==> src/rtl/ctrl_pkg.sv <==
`timescale 1ns/1ps
`default_nettype none
// ============================================================================
//  Module      : ctrl_pkg
//  Description : Shared definitions for the pipelined RV32I/M control unit:
//                opcode and funct7 encodings, immediate-select encodings,
//                FSM state type, control bundle layout and a helper function.
//  Revision    : 1.0  initial release
// ============================================================================
package ctrl_pkg;

    // Base opcodes that the decoder recognises as legal
    localparam logic [6:0] OPC_LOAD   = 7'b0000011;
    localparam logic [6:0] OPC_OP_IMM = 7'b0010011;
    localparam logic [6:0] OPC_AUIPC  = 7'b0010111;
    localparam logic [6:0] OPC_STORE  = 7'b0100011;
    localparam logic [6:0] OPC_OP     = 7'b0110011;
    localparam logic [6:0] OPC_LUI    = 7'b0110111;
    localparam logic [6:0] OPC_BRANCH = 7'b1100011;
    localparam logic [6:0] OPC_JALR   = 7'b1100111;
    localparam logic [6:0] OPC_JAL    = 7'b1101111;

    // funct7 values accepted on the OP opcode
    localparam logic [6:0] F7_BASE    = 7'b0000000;
    localparam logic [6:0] F7_ALT     = 7'b0100000;
    localparam logic [6:0] F7_MULDIV  = 7'b0000001;

    // immediate_select[2:0] encodings
    localparam logic [2:0] IMM_U      = 3'b000;
    localparam logic [2:0] IMM_J      = 3'b001;
    localparam logic [2:0] IMM_I      = 3'b010;
    localparam logic [2:0] IMM_B      = 3'b011;
    localparam logic [2:0] IMM_S      = 3'b100;
    localparam logic [2:0] IMM_SHAMT  = 3'b101;

    typedef enum logic [1:0] {
        ST_IDLE     = 2'd0,
        ST_VALID    = 2'd1,
        ST_MDU_WAIT = 2'd2
    } state_t;

    typedef struct packed {
        logic [5:0] alu_signal;
        logic       reg_file_write;
        logic [2:0] data_mem_write;
        logic [3:0] data_mem_read;
        logic [3:0] branch_control;
        logic [3:0] immediate_select;
        logic       operand_1_select;
        logic       operand_2_select;
        logic [1:0] reg_write_select;
    } ctrl_bundle_t;

    localparam int unsigned BUNDLE_W = $bits(ctrl_bundle_t);

    function automatic int unsigned max_u(input int unsigned a, input int unsigned b);
        return (a > b) ? a : b;
    endfunction

endpackage
`default_nettype wire

==> src/rtl/ctrl_decode.sv <==
`timescale 1ns/1ps
`default_nettype none
// ============================================================================
//  Module      : ctrl_decode
//  Description : Purely combinational RV32I/M decoder. Maps an instruction
//                word onto the datapath control bundle and classifies it as
//                multi-cycle MUL/DIV and/or illegal.
//  Revision    : 1.0  initial release
//  Ports       : i_instruction  instruction word
//                o_bundle       decoded control bundle
//                o_is_mdu       legal M-extension op (multi-cycle)
//                o_is_div       M op is DIV/DIVU/REM/REMU (funct3[2])
//                o_illegal      encoding is not legal
// ============================================================================
module ctrl_decode
    import ctrl_pkg::*;
#(
    parameter int M_EXT        = 1,
    parameter int ILLEGAL_TRAP = 1
) (
    input  logic [31:0]  i_instruction,
    output ctrl_bundle_t o_bundle,
    output logic         o_is_mdu,
    output logic         o_is_div,
    output logic         o_illegal
);

    logic [6:0] w_opc;
    logic [2:0] w_f3;
    logic [6:0] w_f7;
    logic       w_load, w_op_imm, w_auipc, w_store, w_op, w_lui, w_branch, w_jalr, w_jal;
    logic       w_f7_base, w_f7_alt, w_mop;
    logic       w_legal_opc, w_illegal, w_trap;
    logic       w_sub_sra, w_unsigned;
    logic       w_unused_fields;

    assign w_opc = i_instruction[6:0];
    assign w_f3  = i_instruction[14:12];
    assign w_f7  = i_instruction[31:25];

    // Register specifiers and immediate bits do not affect control decode
    assign w_unused_fields = ^{i_instruction[24:15], i_instruction[11:7]};

    assign w_load   = (w_opc == OPC_LOAD);
    assign w_op_imm = (w_opc == OPC_OP_IMM);
    assign w_auipc  = (w_opc == OPC_AUIPC);
    assign w_store  = (w_opc == OPC_STORE);
    assign w_op     = (w_opc == OPC_OP);
    assign w_lui    = (w_opc == OPC_LUI);
    assign w_branch = (w_opc == OPC_BRANCH);
    assign w_jalr   = (w_opc == OPC_JALR);
    assign w_jal    = (w_opc == OPC_JAL);

    assign w_f7_base = (w_f7 == F7_BASE);
    assign w_f7_alt  = (w_f7 == F7_ALT);
    assign w_mop     = w_op & (w_f7 == F7_MULDIV);

    assign w_legal_opc = w_load | w_op_imm | w_auipc | w_store | w_op |
                         w_lui | w_branch | w_jalr | w_jal;

    assign w_illegal = ~w_legal_opc
                     | (w_op & ~(w_f7_base | w_f7_alt | w_mop))
                     | (w_mop & (M_EXT == 0));

    // Trap masking only kills side-effecting enables; other fields stay decoded
    assign w_trap = w_illegal & (ILLEGAL_TRAP != 0);

    // SUB, SRA and SRAI share the alternate-function ALU bit with LUI
    assign w_sub_sra = (w_op & w_f7_alt & ((w_f3 == 3'b000) | (w_f3 == 3'b101)))
                     | (w_op_imm & w_f7_alt & (w_f3 == 3'b101))
                     | w_lui;

    assign w_unsigned = (w_load & ((w_f3 == 3'b100) | (w_f3 == 3'b101)))
                      | (w_op_imm & (w_f3 == 3'b011))
                      | (w_op & w_f7_base & (w_f3 == 3'b011))
                      | (w_mop & ((w_f3 == 3'b010) | (w_f3 == 3'b011) | (w_f3 == 3'b111)));

    always_comb begin
        o_bundle = '0;

        o_bundle.alu_signal[5]   = 1'b0;
        o_bundle.alu_signal[4]   = w_sub_sra;
        o_bundle.alu_signal[3]   = w_mop | w_lui;
        o_bundle.alu_signal[2:0] = (w_auipc | w_jal | w_load | w_store | w_branch) ? 3'b000 : w_f3;

        o_bundle.reg_file_write  = (w_load | w_op_imm | w_auipc | w_op | w_lui | w_jalr | w_jal) & ~w_trap;
        o_bundle.data_mem_write  = {w_store & ~w_trap, w_f3[1:0]};
        o_bundle.data_mem_read   = {w_load & ~w_trap, w_f3};
        o_bundle.branch_control  = {(w_jal | w_jalr | w_branch) & ~w_trap,
                                    (w_jal | w_jalr) ? 3'b010 : w_f3};

        if (w_lui | w_auipc) begin
            o_bundle.immediate_select[2:0] = IMM_U;
        end else if (w_jal) begin
            o_bundle.immediate_select[2:0] = IMM_J;
        end else if (w_op_imm & ((w_f3 == 3'b001) | (w_f3 == 3'b101))) begin
            o_bundle.immediate_select[2:0] = IMM_SHAMT;
        end else if (w_load | w_op_imm | w_jalr) begin
            o_bundle.immediate_select[2:0] = IMM_I;
        end else if (w_branch) begin
            o_bundle.immediate_select[2:0] = IMM_B;
        end else if (w_store) begin
            o_bundle.immediate_select[2:0] = IMM_S;
        end else begin
            o_bundle.immediate_select[2:0] = IMM_U;
        end
        o_bundle.immediate_select[3] = w_unsigned;

        o_bundle.operand_1_select = w_auipc | w_jal | w_jalr;
        o_bundle.operand_2_select = w_load | w_op_imm | w_auipc | w_store |
                                    w_lui | w_jalr | w_jal | w_branch;
        o_bundle.reg_write_select = {w_auipc | w_jal | w_jalr, ~w_load};
    end

    assign o_is_mdu  = w_mop & (M_EXT != 0);
    assign o_is_div  = w_f3[2];
    assign o_illegal = w_illegal;

endmodule
`default_nettype wire

==> src/rtl/pipelined_control_unit.sv <==
`timescale 1ns/1ps
`default_nettype none
// ============================================================================
//  Module      : pipelined_control_unit
//  Description : Registered RV32I/M decode-and-control stage. Decodes the
//                incoming instruction, holds the control bundle in a
//                valid/ready pipeline register, stalls for multi-cycle
//                MUL/DIV and flags illegal encodings.
//  Revision    : 1.0  initial release
//  Ports       : CLK, RESET_N (async, active-low)
//                in_valid/in_ready, INSTRUCTION, in_pc   - fetch side
//                flush                                  - synchronous kill
//                out_valid/out_ready, out_pc            - execute side
//                alu_signal .. reg_write_select         - control bundle
//                mdu_busy, illegal_instr                - status
// ============================================================================
module pipelined_control_unit
    import ctrl_pkg::*;
#(
    parameter int M_EXT        = 1,
    parameter int MUL_CYCLES   = 2,
    parameter int DIV_CYCLES   = 8,
    parameter int ILLEGAL_TRAP = 1
) (
    input  logic        CLK,
    input  logic        RESET_N,
    input  logic        in_valid,
    output logic        in_ready,
    input  logic [31:0] INSTRUCTION,
    input  logic [31:0] in_pc,
    input  logic        flush,
    output logic        out_valid,
    input  logic        out_ready,
    output logic [31:0] out_pc,
    output logic [5:0]  alu_signal,
    output logic        reg_file_write,
    output logic [2:0]  data_mem_write,
    output logic [3:0]  data_mem_read,
    output logic [3:0]  branch_control,
    output logic [3:0]  immediate_select,
    output logic        operand_1_select,
    output logic        operand_2_select,
    output logic [1:0]  reg_write_select,
    output logic        mdu_busy,
    output logic        illegal_instr
);

    localparam int unsigned c_cnt_w = $clog2(max_u(int'(MUL_CYCLES), int'(DIV_CYCLES)) + 1);
    localparam logic [c_cnt_w-1:0] c_mul_cycles = c_cnt_w'(MUL_CYCLES);
    localparam logic [c_cnt_w-1:0] c_div_cycles = c_cnt_w'(DIV_CYCLES);

    ctrl_bundle_t         w_dec_bundle;
    logic                 w_dec_is_mdu;
    logic                 w_dec_is_div;
    logic                 w_dec_illegal;

    state_t               r_state;
    state_t               w_state_next;
    logic [c_cnt_w-1:0]   r_count;
    logic [c_cnt_w-1:0]   w_count_next;
    logic [BUNDLE_W-1:0]  r_bundle;
    ctrl_bundle_t         w_view;
    logic [31:0]          r_pc;
    logic                 r_illegal;

    logic                 w_accept;
    logic [c_cnt_w-1:0]   w_cycles;
    state_t               w_target_state;
    logic [c_cnt_w-1:0]   w_target_count;

    ctrl_decode #(
        .M_EXT        (M_EXT),
        .ILLEGAL_TRAP (ILLEGAL_TRAP)
    ) u_decode (
        .i_instruction (INSTRUCTION),
        .o_bundle      (w_dec_bundle),
        .o_is_mdu      (w_dec_is_mdu),
        .o_is_div      (w_dec_is_div),
        .o_illegal     (w_dec_illegal)
    );

    // Only combinational input-to-output path: out_ready/flush -> in_ready
    assign in_ready = ~flush & ((r_state == ST_IDLE) | ((r_state == ST_VALID) & out_ready));
    assign w_accept = in_valid & in_ready;

    // Where a freshly accepted instruction lands. A one-cycle MDU op skips
    // the wait state so it issues with the same latency as a plain op.
    assign w_cycles = w_dec_is_div ? c_div_cycles : c_mul_cycles;

    always_comb begin
        w_target_state = ST_VALID;
        w_target_count = '0;
        if (w_dec_is_mdu && (w_cycles != c_cnt_w'(1))) begin
            w_target_state = ST_MDU_WAIT;
            w_target_count = w_cycles - c_cnt_w'(1);
        end
    end

    // State register
    always_ff @(posedge CLK or negedge RESET_N) begin
        if (!RESET_N) begin
            r_state <= ST_IDLE;
            r_count <= '0;
        end else begin
            r_state <= w_state_next;
            r_count <= w_count_next;
        end
    end

    // Next-state logic; flush overrides everything
    always_comb begin
        w_state_next = r_state;
        w_count_next = r_count;
        if (flush) begin
            w_state_next = ST_IDLE;
            w_count_next = '0;
        end else begin
            case (r_state)
                ST_IDLE: begin
                    if (w_accept) begin
                        w_state_next = w_target_state;
                        w_count_next = w_target_count;
                    end
                end
                ST_MDU_WAIT: begin
                    if (r_count == '0) begin
                        w_state_next = ST_VALID;
                    end else begin
                        w_count_next = r_count - c_cnt_w'(1);
                    end
                end
                ST_VALID: begin
                    if (out_ready) begin
                        if (w_accept) begin
                            w_state_next = w_target_state;
                            w_count_next = w_target_count;
                        end else begin
                            w_state_next = ST_IDLE;
                        end
                    end
                end
                default: begin
                    w_state_next = ST_IDLE;
                    w_count_next = '0;
                end
            endcase
        end
    end

    // Pipeline register: captured only on accept, so the bundle stays put
    // through the MDU wait and any out_ready stall.
    always_ff @(posedge CLK or negedge RESET_N) begin
        if (!RESET_N) begin
            r_bundle  <= '0;
            r_pc      <= '0;
            r_illegal <= 1'b0;
        end else if (w_accept) begin
            r_bundle  <= w_dec_bundle;
            r_pc      <= in_pc;
            r_illegal <= w_dec_illegal;
        end
    end

    assign w_view = ctrl_bundle_t'(r_bundle);

    // Output logic
    always_comb begin
        out_valid        = (r_state == ST_VALID);
        mdu_busy         = (r_state == ST_MDU_WAIT);
        illegal_instr    = r_illegal & (r_state == ST_VALID);
        out_pc           = r_pc;
        alu_signal       = w_view.alu_signal;
        reg_file_write   = w_view.reg_file_write;
        data_mem_write   = w_view.data_mem_write;
        data_mem_read    = w_view.data_mem_read;
        branch_control   = w_view.branch_control;
        immediate_select = w_view.immediate_select;
        operand_1_select = w_view.operand_1_select;
        operand_2_select = w_view.operand_2_select;
        reg_write_select = w_view.reg_write_select;
    end

endmodule
`default_nettype wire

==> config.mk <==
export PLATFORM = sky130hd
export DESIGN_NAME = pipelined_control_unit
export DESIGN_NICKNAME = d
export VERILOG_FILES = /design/src/rtl/ctrl_pkg.sv /design/src/rtl/ctrl_decode.sv /design/src/rtl/pipelined_control_unit.sv
export SDC_FILE = /design/constraint.sdc
export NUM_CORES = 1
export LEC_CHECK = 0
export BUFFER_PORTS_ARGS = -buffer_cell sky130_fd_sc_hd__buf_2
export CELL_PAD_IN_SITES_DETAIL_PLACEMENT = 0
export CELL_PAD_IN_SITES_GLOBAL_PLACEMENT = 2
export CORE_AREA = 4 4 135 85
export CTS_CLUSTER_SIZE = 20
export DETAILED_ROUTE_END_ITERATION = 6
export DIE_AREA = 0 0 139 89
export GPL_TIMING_DRIVEN = 0
export PLACE_DENSITY = 0.86
export SETUP_SLACK_MARGIN = 0.3
export SLEW_MARGIN = 5
export SYNTH_ARGS = -nofsm -noshare
export SYNTH_HDL_FRONTEND = slang
export SYNTH_SLANG_ARGS = --single-unit
export TNS_END_PERCENT = 30
==> constraint.sdc <==
create_clock -name CLK -period 4.4 [get_ports CLK]
set_input_delay 0.44 -clock CLK [delete_from_list [all_inputs] [get_ports CLK]]
set_output_delay 0.44 -clock CLK [all_outputs]
set_load 0.05 [all_outputs]
**Word level (Yosys, flattened, before mapping)**

Index checks and enable logic that the tools add are counted.

- Add/subtract/negate cells: 2
- Multiply operators: 0
- Div/mod/pow operators: 0
- $lt $le $gt $ge: 0
- Equality and inequality tests: 24
- Shift operators: 0
- Multiplexer cells: 22
- Bitwise logic cells: 65
- Reduce and logical (&&, ||, !) cells: 7

Operators with widths:

| cell | number |
|---|---|
| 1-bit bitwise OR | 40 |
| 7-bit by 6-bit equality test with 1-bit output (second input constant) | 4 |
| 3-bit 2-to-1 mux | 8 |
| 4-bit 2-to-1 mux | 6 |
| 7-bit equality test (second input constant) | 3 |
| 1-bit AND | 20 |
| 7-bit by 5-bit equality test with 1-bit output (second input constant) | 2 |
| 2-bit 2-to-1 mux | 6 |
| 4-bit one-hot mux with 3 select lines | 1 |
| 3-bit equality test (second input constant) | 3 |
| 4-bit by 1-bit subtractor with 4-bit output (second input constant) | 2 |
| 7-bit by 1-bit equality test with 1-bit output (second input constant) | 1 |
| 7-bit by 2-bit equality test with 1-bit output (second input constant) | 1 |
| 7-bit zero test | 1 |
| 3-bit by 2-bit equality test with 1-bit output (second input constant) | 2 |
| 3-bit by 2-bit != test with 1-bit output (second input constant) | 2 |
| 3-bit != test (second input constant) | 2 |
| 2-bit one-hot mux with 3 select lines | 1 |
| 1-bit NOT | 5 |
| 4-bit zero test | 1 |
| 4-bit by 1-bit != test with 1-bit output (second input constant) | 1 |
| 3-bit by 1-bit equality test with 1-bit output (second input constant) | 1 |
| 3-bit zero test | 1 |
| 3-bit AND reduction | 1 |
| 5 further kinds | 5 |

- Bits in registers: 64
- Bits in latches: 0
- Memory bits (writable): 0
- Memory bits (read-only): 0
- Output and inout port bits: 62
- Logic and storage cells: 125
- Memories: 0

**Longest topological paths before layout**

Gate-level depths: netlist of the first run.

- Word-level depth: 13
- Gate-level depth with buffers: 6

**By module**

From an unflattened synthesis of the first run, not the netlist that was laid out.

- Cell total of the unflattened synthesis: 261
- Area total of the unflattened synthesis: 3223.1 um^2

Modules (own cells, without submodules):

| module | instances | cells each | area an instance (um^2) |
|---|---|---|---|
| pipelined_control_unit | 1 | 178 | 2672.6 |
| ctrl_decode | 1 | 83 | 550.5 |

**Worst setup path after synthesis of the first run**

No wires, ideal clock.

- Path type: register -> output
- Start point: register r_state[1]
- End point: output port illegal_instr
- Data arrival time: 1.703 ns
- Data required time: 3.960 ns
- Setup slack: 2.257 ns
- Stages on the path, launching flop included: 3
- Cells stage by stage: dfrtp_1 nor2b_1 and2_1

- Longest elaborated chain between the ends: 2

Ends and longest elaborated chain:

| item | RTL line | text |
|---|---|---|
| start: declaration | pipelined_control_unit.sv:57 | `state_t r_state;` |
| start signal: assignment | pipelined_control_unit.sv:105 | `r_state <= w_state_next;` |
| 2-bit by 1-bit equality test with 1-bit output | - |  |
| net out_valid | pipelined_control_unit.sv:32 | `output logic out_valid,` |
| 1-bit AND | pipelined_control_unit.sv:170 | `illegal_instr = r_illegal & (r_state == ST_VALID);` |
| end: declaration | pipelined_control_unit.sv:45 | `output logic illegal_instr` |

The timed path passes the listed nets, and every way through them passes these cells.

**Final worst setup path of the first run**

- Start point: register r_state[1]
- End point: register r_bundle[11]

- Longest elaborated chain between the ends: 5
- Elaborated cells on any way between the ends: 6
- Those cells by class: eq/ne (1); bitwise (4); reduce/logical (1)

Ends and longest elaborated chain:

| item | RTL line | text |
|---|---|---|
| 2-bit by 1-bit equality test with 1-bit output | pipelined_control_unit.sv:83 | `assign in_ready = ~flush & ((r_state == ST_IDLE) \| ((r_state == ST_VALID) & out_ready));` |
| 1-bit AND | pipelined_control_unit.sv:83 |  |
| 1-bit bitwise OR * | pipelined_control_unit.sv:83 |  |
| 1-bit AND * | pipelined_control_unit.sv:83 |  |
| 1-bit AND * | pipelined_control_unit.sv:84 | `assign w_accept = in_valid & in_ready;` |
| end signal: assignment | pipelined_control_unit.sv:158 | `r_bundle <= w_dec_bundle;` |
| end: declaration | pipelined_control_unit.sv:61 | `logic [BUNDLE_W-1:0] r_bundle;` |

Every way passes the cells marked *; elsewhere a longest branch is shown, timed or not.
A chain may end at the register's enable or synchronous reset.

==> reports/summary.txt, run 1 <==
Fin. Hold Viols -> 0
Max Root-Sink Buffers -> 2
Clock Latency Late Sink -> 0.32 ns
Die ar. -> 12400 um2
Worst VDD drop -> 196 uV
Critical path type -> reg -> reg
Syn Area/Cell -> 8.71 um2
Sequential share of power -> 35.0%
Largest net degree at the start of global routing -> 62
Async set or reset register ratio after synthesis -> 100%
Clock power share -> 38.8%
Netlist cell types -> 50
Clk_skew -> 0.00346 ns
CTS tree -> yes
Diode count -> 0
Area of the mapped netlist -> 2840 um2
Cells after Synth -> 326
Vias/cell -> 4.53
First-pass GRT wire length -> 13600 um
Min Clock Period, post-route -> 2.13 ns
Fill cell count -> 1129
DR WL/cell -> 14.4 um
Port Buf Inserts -> 112
Layout area overhead -> 37.0%
DR DRC count -> 0
R2R depth -> 6
Normalized max-slew margin -> 46.3%
GPL Wtd Cong -> 0.816
Clk sink count -> 61
Register area share after synthesis -> 53.8%
Share of cells above drive strength 1 -> 31.1%
Total track usage -> 14.0%
Crit. Startpoint -> r_state[1]
NumNets Final -> 520
Post-DP Area -> 3580 um2
Drt initial violations -> 85
DP Wirelength -> 6400 um
Resize count post-CTS -> 0
Die Span X -> 139 um
Main area contributors after synthesis -> dfrtp_1, nand2_1, nor2_1
Top post-synthesis cells by count -> nand2_1, dfrtp_1, nor2_1
Status -> complete, no violations
Lkg Pwr -> 2.05 nW
Final hold slack -> 0.207 ns
CTS Root Cell -> clkbuf_16
Post-synth top flop -> dfrtp_1
Logic pwr share -> 26.2%
Post-synth EDFFs -> 0
Switching portion of total power -> 34.5%
Kind of end point of the critical path -> flop
Worst EP arrival -> 2.38 ns
Hold/Removal Path Class -> in -> async
Syn. warnings -> 0
CP Max Fanout -> 10
Worst path required time -> 4.66 ns
Most frequent cell after synthesis -> nand2_1
Setup Fix Bufs, Post-CTS -> 0
P_int -> 1.25 mW
Post-synth top area cell -> dfrtp_1
Max-cap violations -> 0
Reg2reg start -> r_state[1]
CP Launch Type -> flop
Share of the synthesized area in the top cell type -> 53.8%
Vert. Die Dim -> 89 um
Worst-margin pin slew -> 0.806 ns
Num CTS Buffers -> 9
Starting Density -> 27.5%
I/O pins -> 131
PD cells -> 490 nW/um2
Initial antenna violation count -> 0
Net switching power -> 0.658 mW
Final Routed Wirelength -> 8540 um
Period utilisation layout -> 48.3%
Setup Total Neg Slack -> 0 ns
DR vias -> 2682
RSZ-0062 raised after global routing -> false
Hold Buf Count CTS -> 0
Worst-path clk slew -> 0.05 ns
Vias in the first global route -> 2590
H-tree lvl count -> 3
Fmax -> 470 MHz
Final setup viols -> 0
Post-synth net total -> 397
Finished Cell Area -> 3890 um2
Core ar. -> 10300 um2
Synth Register Bits -> 61
Rows -> 29
DRT Pass-1 Iters -> 5
Antenna-violating nets left -> 0
Final slew viol count -> 0
Gr ovfl total -> 0
-- worst paths after layout --
kind	slack (ns)	end
min reg2reg	0.46	r_bundle[15]
min in group CLK	0.30	out_pc[24]
min	0.21	r_bundle[5]
max	2.27	r_bundle[11]
max reg2reg	2.27	r_bundle[11]
max in group asynchronous	3.66	out_pc[27]
-- power groups by stage --
stage	sequential [mW]	clock [mW]	combinational, mW
5_1_grt	0.676	0.791	0.534
6_report	0.666	0.740	0.499
3_3_place_gp	0.673	0	0.501
4_1_cts	0.667	0.766	0.504
2_1_floorplan	0.903	0	0.124
3_5_place_dp	0.674	0	0.504
-- stage by stage --
stage	total power, mW	util, %	setup slack [ns]	instances
2_1_floorplan	1.03	-	2.26	326
3_3_place_gp	1.17	34.7	2.02	577
3_5_place_dp	1.18	34.7	2.02	577
4_1_cts	1.94	37.7	2.23	592
5_1_grt	2.00	37.7	2.00	592
6_report	1.91	37.7	2.27	592
-- critical path, stage by stage, from the launching register on --
cell and delay [ns]:
dfrtp_1 0.45, nor2_1 0.28, and3_1 0.20, clkbuf_1 0.38, buf_1 0.49, nand3_1 0.15, nand2_1 0.10
-- layout make-up --
cell class / count / area (um2) / area share (%)
Sequential cell: 61 / 1530 / 39.2
Multi-Input combinational cell: 237 / 1190 / 30.6
Timing Repair Buffer: 112 / 563 / 14.5
Clock buffer: 10 / 239 / 6.14
Tap cell: 139 / 174 / 4.47
Buffer: 20 / 92.6 / 2.38
Clock inverter: 5 / 75.1 / 1.93
Inverter: 8 / 30.0 / 0.772
-- flip-flops by register name, indices dropped and copies added, names as in the netlist --
name	flops
out_pc	32
r_bundle	22
r_count	4
r_illegal	1
r_state	2
-- placed cells by master (no fill, tap or decap), drive strengths merged, types with 2 or more instances in the layout --
cell,instances
nor3,2
a21oi,13
a32o,2
a31oi,3
nand2b,6
or4,3
o21ai,12
a22o,4
nor4b,2
bufinv,2
nand2,122
nand4,2
inv,8
and2,2
or2,2
dfrtp,61
clkbuf,18
nor2,21
nand3,4
and3,2
or3,5
nor2b,2
clkinv,3
ha,2
nor3b,2
buf,124
o21a,2
nand3b,2
-- cells by family after synthesis --
group / synth area share, %
AND/OR/NAND/NOR: 28.4
flip-flops: 53.8
AO/OA/AOI/OAI: 12.5
buffers and inverters: 4.32
adder cells (fa/ha/maj): 0.881
other: 0.132
-- routing by layer --
layer	global-route usage, %	vias up	wire (um)
li1	-	1325	-
met1	20.2	1252	4320
met2	19.2	95	3440
met3	5.93	10	691
met4	3.82	0	91
met5	0	-	0
Power figures use the tool's default switching activity.
==> run 2, diff against run 1 <==
--- a/config.mk
+++ b/config.mk
@@ -5,15 +5,16 @@
 export SDC_FILE = /design/constraint.sdc
 export NUM_CORES = 1
 export LEC_CHECK = 0
+export ABC_AREA = 1
 export BUFFER_PORTS_ARGS = -buffer_cell sky130_fd_sc_hd__buf_2
 export CELL_PAD_IN_SITES_DETAIL_PLACEMENT = 0
 export CELL_PAD_IN_SITES_GLOBAL_PLACEMENT = 2
-export CORE_AREA = 4 4 135 85
+export CORE_AREA = 4 4 145 91
 export CTS_CLUSTER_SIZE = 20
 export DETAILED_ROUTE_END_ITERATION = 6
-export DIE_AREA = 0 0 139 89
+export DIE_AREA = 0 0 149 95
 export GPL_TIMING_DRIVEN = 0
-export PLACE_DENSITY = 0.86
+export PLACE_DENSITY = 0.79
 export SETUP_SLACK_MARGIN = 0.3
 export SLEW_MARGIN = 5
 export SYNTH_ARGS = -nofsm -noshare
==> constraint.sdc (replaced) <==
create_clock -name CLK -period 2.1 [get_ports CLK]
set_input_delay 0.21 -clock CLK [delete_from_list [all_inputs] [get_ports CLK]]
set_output_delay 0.21 -clock CLK [all_outputs]
set_load 0.05 [all_outputs]
==> reports/summary.txt, run 2 <==
Final slew viol count -> 0
Setup Total Neg Slack -> 0 ns
Worst-margin pin slew -> 0.797 ns
Max reg flops -> 32
Syn Area/Cell -> 7.83 um2
Post-synth top flop -> dfrtp_1
Max Root-Sink Buffers -> 2
Setup Fix Bufs, Post-CTS -> 0
Worst-path clk slew -> 0.05 ns
Num CTS Buffers -> 9
Port Buf Inserts -> 114
Share of the synthesized area in the top cell type -> 52.1%
Worst EP arrival -> 1.40 ns
Post-synth net total -> 445
Worst r2r dst -> r_count[3]
First-pass GRT wire length -> 14000 um
Lkg Pwr -> 2.32 nW
GPL Wtd Cong -> 0.759
Vert. Die Dim -> 95 um
Clk_skew -> 0.00521 ns
Fin. Hold Viols -> 21
Critical path type -> reg -> out
Rows -> 31
Min Clock Period, post-route -> 1.61 ns
Diode count -> 0
CTS Root Cell -> clkbuf_16
Register area share after synthesis -> 52.1%
CTS tree -> yes
Most frequent cells in the layout -> nand2_1, buf_2, dfrtp_1, inv_1, nor2_1
Initial antenna violation count -> 0
Die ar. -> 14200 um2
Final hold slack -> -0.0368 ns
DRT Pass-1 Iters -> 6
Antenna-violating nets left -> 0
Commonest non-fill, non-tap cell in the layout -> nand2_1
CP Max Fanout -> 5
Area of the mapped netlist -> 2930 um2
Total track usage -> 13.0%
H-tree lvl count -> 3
R2R depth -> 9
Drt initial violations -> 121
Reg-to-reg setup timing slack -> 0.59 ns
Hold/Removal Path Class -> in -> async
Reg2reg start -> r_count[0]
Layout area overhead -> 37.6%
Status -> finished with violations
NumNets Final -> 570
Final Routed Wirelength -> 8750 um
Worst path required time -> 1.89 ns
DR vias -> 2700
Period utilisation layout -> 76.9%
Crit. Startpoint -> r_state[0]
Worst VDD drop -> 408 uV
Normalized max-slew margin -> 46.9%
Main area contributors after synthesis -> dfrtp_1, nand2_1, inv_1
RSZ-0062 raised after global routing -> false
Post-synth top area cell -> dfrtp_1
Most frequent cell after synthesis -> nand2_1
DR WL/cell -> 13.1 um
Kind of end point of the critical path -> output pin
Clk sink count -> 61
Gr ovfl total -> 0
Final setup viols -> 0
Async set or reset register ratio after synthesis -> 100%
Core ar. -> 11900 um2
Starting Density -> 24.7%
DP Wirelength -> 6810 um
Crit path capture -> in_ready
Hold Buf Count CTS -> 0
Fmax -> 620 MHz
Die Span X -> 149 um
Netlist cell types -> 27
Synth Register Bits -> 61
Cells after Synth -> 374
Syn. warnings -> 0
Resize count post-CTS -> 0
DR DRC count -> 0
CP Launch Type -> flop
I/O pins -> 131
PD cells -> 1040 nW/um2
Vias in the first global route -> 2628
Violated checks -> negative hold slack
Post-synth EDFFs -> 0
Largest net degree at the start of global routing -> 62
Vias/cell -> 4.04
Max-cap violations -> 0
Share of cells above drive strength 1 -> 31.8%
Clock Latency Late Sink -> 0.32 ns
Top post-synthesis cells by count -> nand2_1, dfrtp_1, inv_1
## run 2: stage by stage
step                instance area [um2]  setup slack, ns  utilization, %  std cells  power, mW
finish                             4030            0.486            33.9        668       4.18
CTS                                4030            0.468            33.9        668       4.24
global route                       4030            0.401            33.9        668       4.40
floorplan                          2930            0.305               -        374       2.29
detailed placement                 3710            0.600            31.3        653       2.65
global placement                   3710            0.587            31.3        653       2.64
## run 2: worst max-delay path: stages, from the launching register on
cell and delay, ns:
dfrtp_1 0.45, nand2_1 0.16, inv_1 0.08, nor3_2 0.11, buf_2 0.28
## run 2: worst min path at each step
stage                         from         end  depth (start not counted)
after floorplan            RESET_N   out_pc[0]                          0
after global placement    in_pc[2]   out_pc[2]                          3
after detailed placement   RESET_N  r_count[3]                          1
after CTS                  RESET_N  out_pc[10]                          1
after global routing       RESET_N  r_count[3]                          1
final                      RESET_N  r_count[3]                          1
## run 2: cell families after synthesis
family                     count (synthesis)  synth area share, %
adders and majority gates                  2                0.855
and+or+nand+nor                          231                 33.1
other                                      1                0.128
buffers and inverters                     49                 7.91
AOI/OAI and AO/OA                         29                 5.56
DFF                                       61                 52.1
xor gates and xnor gates                   1                0.299
## run 2: cell type report
cell class / instances / area (um2)
fill: 1297 / 7840
timing repair buffer: 114 / 573
clock inverter: 4 / 72.6
inverter: 34 / 133
buffer: 15 / 98.8
clock buffer: 11 / 243
tap: 165 / 206
sequential: 61 / 1530
multi-input combinational: 264 / 1170
## run 2: report_power, final
group	internal (mW)	total (mW)	switching, mW
Sequential	1.33	1.43	0.0935
Combinational	0.276	1.19	0.910
Clock	1.06	1.57	0.504
## run 2: routing by layer
| layer | part of all wire [%] | wire length (um) | vias to the layer above | track usage [%] |
|---|---|---|---|---|
| met5 | 0 | 0 | - | 0 |
| met4 | 0.61 | 53 | 0 | 2.97 |
| met3 | 8.9 | 783 | 7 | 6.00 |
| met2 | 39 | 3450 | 92 | 17.0 |
| met1 | 51 | 4470 | 1207 | 19.0 |
| li1 | - | - | 1394 | - |
==> run 3, diff against run 2 <==
==> constraint.sdc (replaced) <==
create_clock -name CLK -period 1.6 [get_ports CLK]
set_input_delay 0.16 -clock CLK [delete_from_list [all_inputs] [get_ports CLK]]
set_output_delay 0.16 -clock CLK [all_outputs]
set_load 0.05 [all_outputs]
==> reports/summary.txt, run 3 (same netlist as run 2, synthesis figures left out) <==
Port Buf Inserts -> 114
GPL Wtd Cong -> 0.739
NumNets Final -> 581
CTS tree -> yes
Max Root-Sink Buffers -> 2
DR vias -> 2808
Reg-to-reg setup timing slack -> 0.22 ns
Lkg Pwr -> 2.40 nW
Clock power share -> 32.4%
Max reg flops -> 32
Final WS setup -> 0.213 ns
Worst VDD drop -> 504 uV
Core Util, Final -> 35.5%
Placed cells -> 653
Die ar. -> 14200 um2
Vias/cell -> 4.15
Clk sink count -> 61
Gr ovfl total -> 0
Kind of end point of the critical path -> output pin
Period utilisation layout -> 86.7%
Finished Cell Area -> 4210 um2
First-pass GRT wire length -> 14100 um
Net switching power -> 1.98 mW
P_int -> 3.23 mW
Num CTS Buffers -> 9
Initial antenna violation count -> 0
Normalized max-slew margin -> 46.4%
I/O pins -> 131
RSZ-0062 raised after global routing -> true
Fmax -> 721 MHz
Antenna-violating nets left -> 0
Total track usage -> 13.0%
Final hold slack -> 0.0286 ns
Rows -> 31
CP Launch Type -> flop
Worst-path clk slew -> 0.05 ns
Fin. Hold Viols -> 0
CTS Root Cell -> clkbuf_16
Switching portion of total power -> 38.0%
Final setup viols -> 0
Non-filler cells, final -> 677
PD cells -> 1240 nW/um2
Logic pwr share -> 31.7%
Multi-input gate area -> 1230 um2
Pre-CTS setup slack -> 0.128 ns
DR WL/cell -> 13.2 um
DP Wirelength -> 6690 um
Max-cap violations -> 0
Layout area overhead -> 43.7%
Pwr Total -> 5.21 mW
Worst-margin pin slew -> 0.804 ns
Die Span X -> 149 um
Diode count -> 0
Vias in the first global route -> 2715
Final slew viol count -> 0
H-tree lvl count -> 3
Sequential share of power -> 35.9%
Clock Latency Late Sink -> 0.32 ns
Vert. Die Dim -> 95 um
Reg area -> 1530 um2
Hold/Removal Path Class -> in -> reg
Min Clock Period, post-route -> 1.39 ns
Largest net degree at the start of global routing -> 62
DR DRC count -> 0
Drt initial violations -> 127
CP Max Fanout -> 3
Fill cell count -> 1317
Share of cells above drive strength 1 -> 35.7%
Starting Density -> 24.7%
Status -> complete, no violations
Final Routed Wirelength -> 8970 um
Setup Total Neg Slack -> 0 ns
Clk_skew -> 0.00586 ns
Critical path type -> reg -> out
DRT Pass-1 Iters -> 4
Post-DP Area -> 3720 um2
Worst path required time -> 1.44 ns
Core ar. -> 11900 um2
Worst EP arrival -> 1.23 ns
Commonest non-fill, non-tap cell in the layout -> nand2_1
Most frequent cells in the layout -> nand2_1, buf_2, dfrtp_1, inv_1, nor2_1
-- run 3: cell count changes in the layout (fill, tap and decap cells not counted), moves of 3 or more --
cell,before,now
buf_4,8,16
buf_2,120,111
nor2_1,20,17
buf_6,1,6
buf_8,0,3
inv_1,29,26
-- run 3: timing repair --
| action | 4_1_cts | 5_1_grt |
|---|---|---|
| gates cloned | 0 | 1 |
| setup endpoints to repair | 63 | 63 |
| gates resized for setup | 23 | 21 |
| setup buffers | 7 | 2 |
| pin swaps | 8 | 6 |
| hold buffers | 1 | 0 |
| endpoints found under the hold margin | 61 | 0 |
-- run 3: final cells by class --
cell class / count / area share [%]
Sequential cell: 61 / 36.3
Multi-Input combinational cell: 264 / 29.2
Timing Repair Buffer: 125 / 16.7
Clock buffer: 10 / 5.68
Tap cell: 165 / 4.91
Buffer: 15 / 3.54
Inverter: 34 / 3.33
Clock inverter: 3 / 0.357
-- run 3: worst paths after layout --
check                           start    endpoint  cells after the start
max                        r_state[0]    in_ready                      4
min                         in_pc[28]  out_pc[28]                      3
max reg2reg                r_state[1]  out_pc[14]                      6
min reg2reg                out_pc[28]  out_pc[28]                      2
max in group asynchronous     RESET_N  r_state[1]                      2
min in group asynchronous     RESET_N  r_count[3]                      2
-- run 3: routing by layer --
layer | part of all wire, % | global-route usage (%) | wire [um]
met3 | 9.6 | 6.33 | 857
met1 | 51 | 18.5 | 4540
met5 | 0 | 0 | 0
met4 | 0.59 | 2.97 | 53
met2 | 39 | 17.6 | 3520
-- run 3: power by group through the flow --
stage	logic (mW)	clock network [mW]	registers, mW
final	1.65	1.69	1.87
after global routing	1.77	1.82	1.90
after CTS	1.63	1.74	1.87
after detailed placement	1.58	0	1.89
after global placement	1.57	0	1.89
after floorplan	0.427	0	2.58
-- run 3: worst max-delay path: stages (launching register included) --
cell     delay [ns]
dfrtp_2        0.42
nand2_2        0.08
inv_2          0.04
nor3_2         0.18
buf_6          0.18
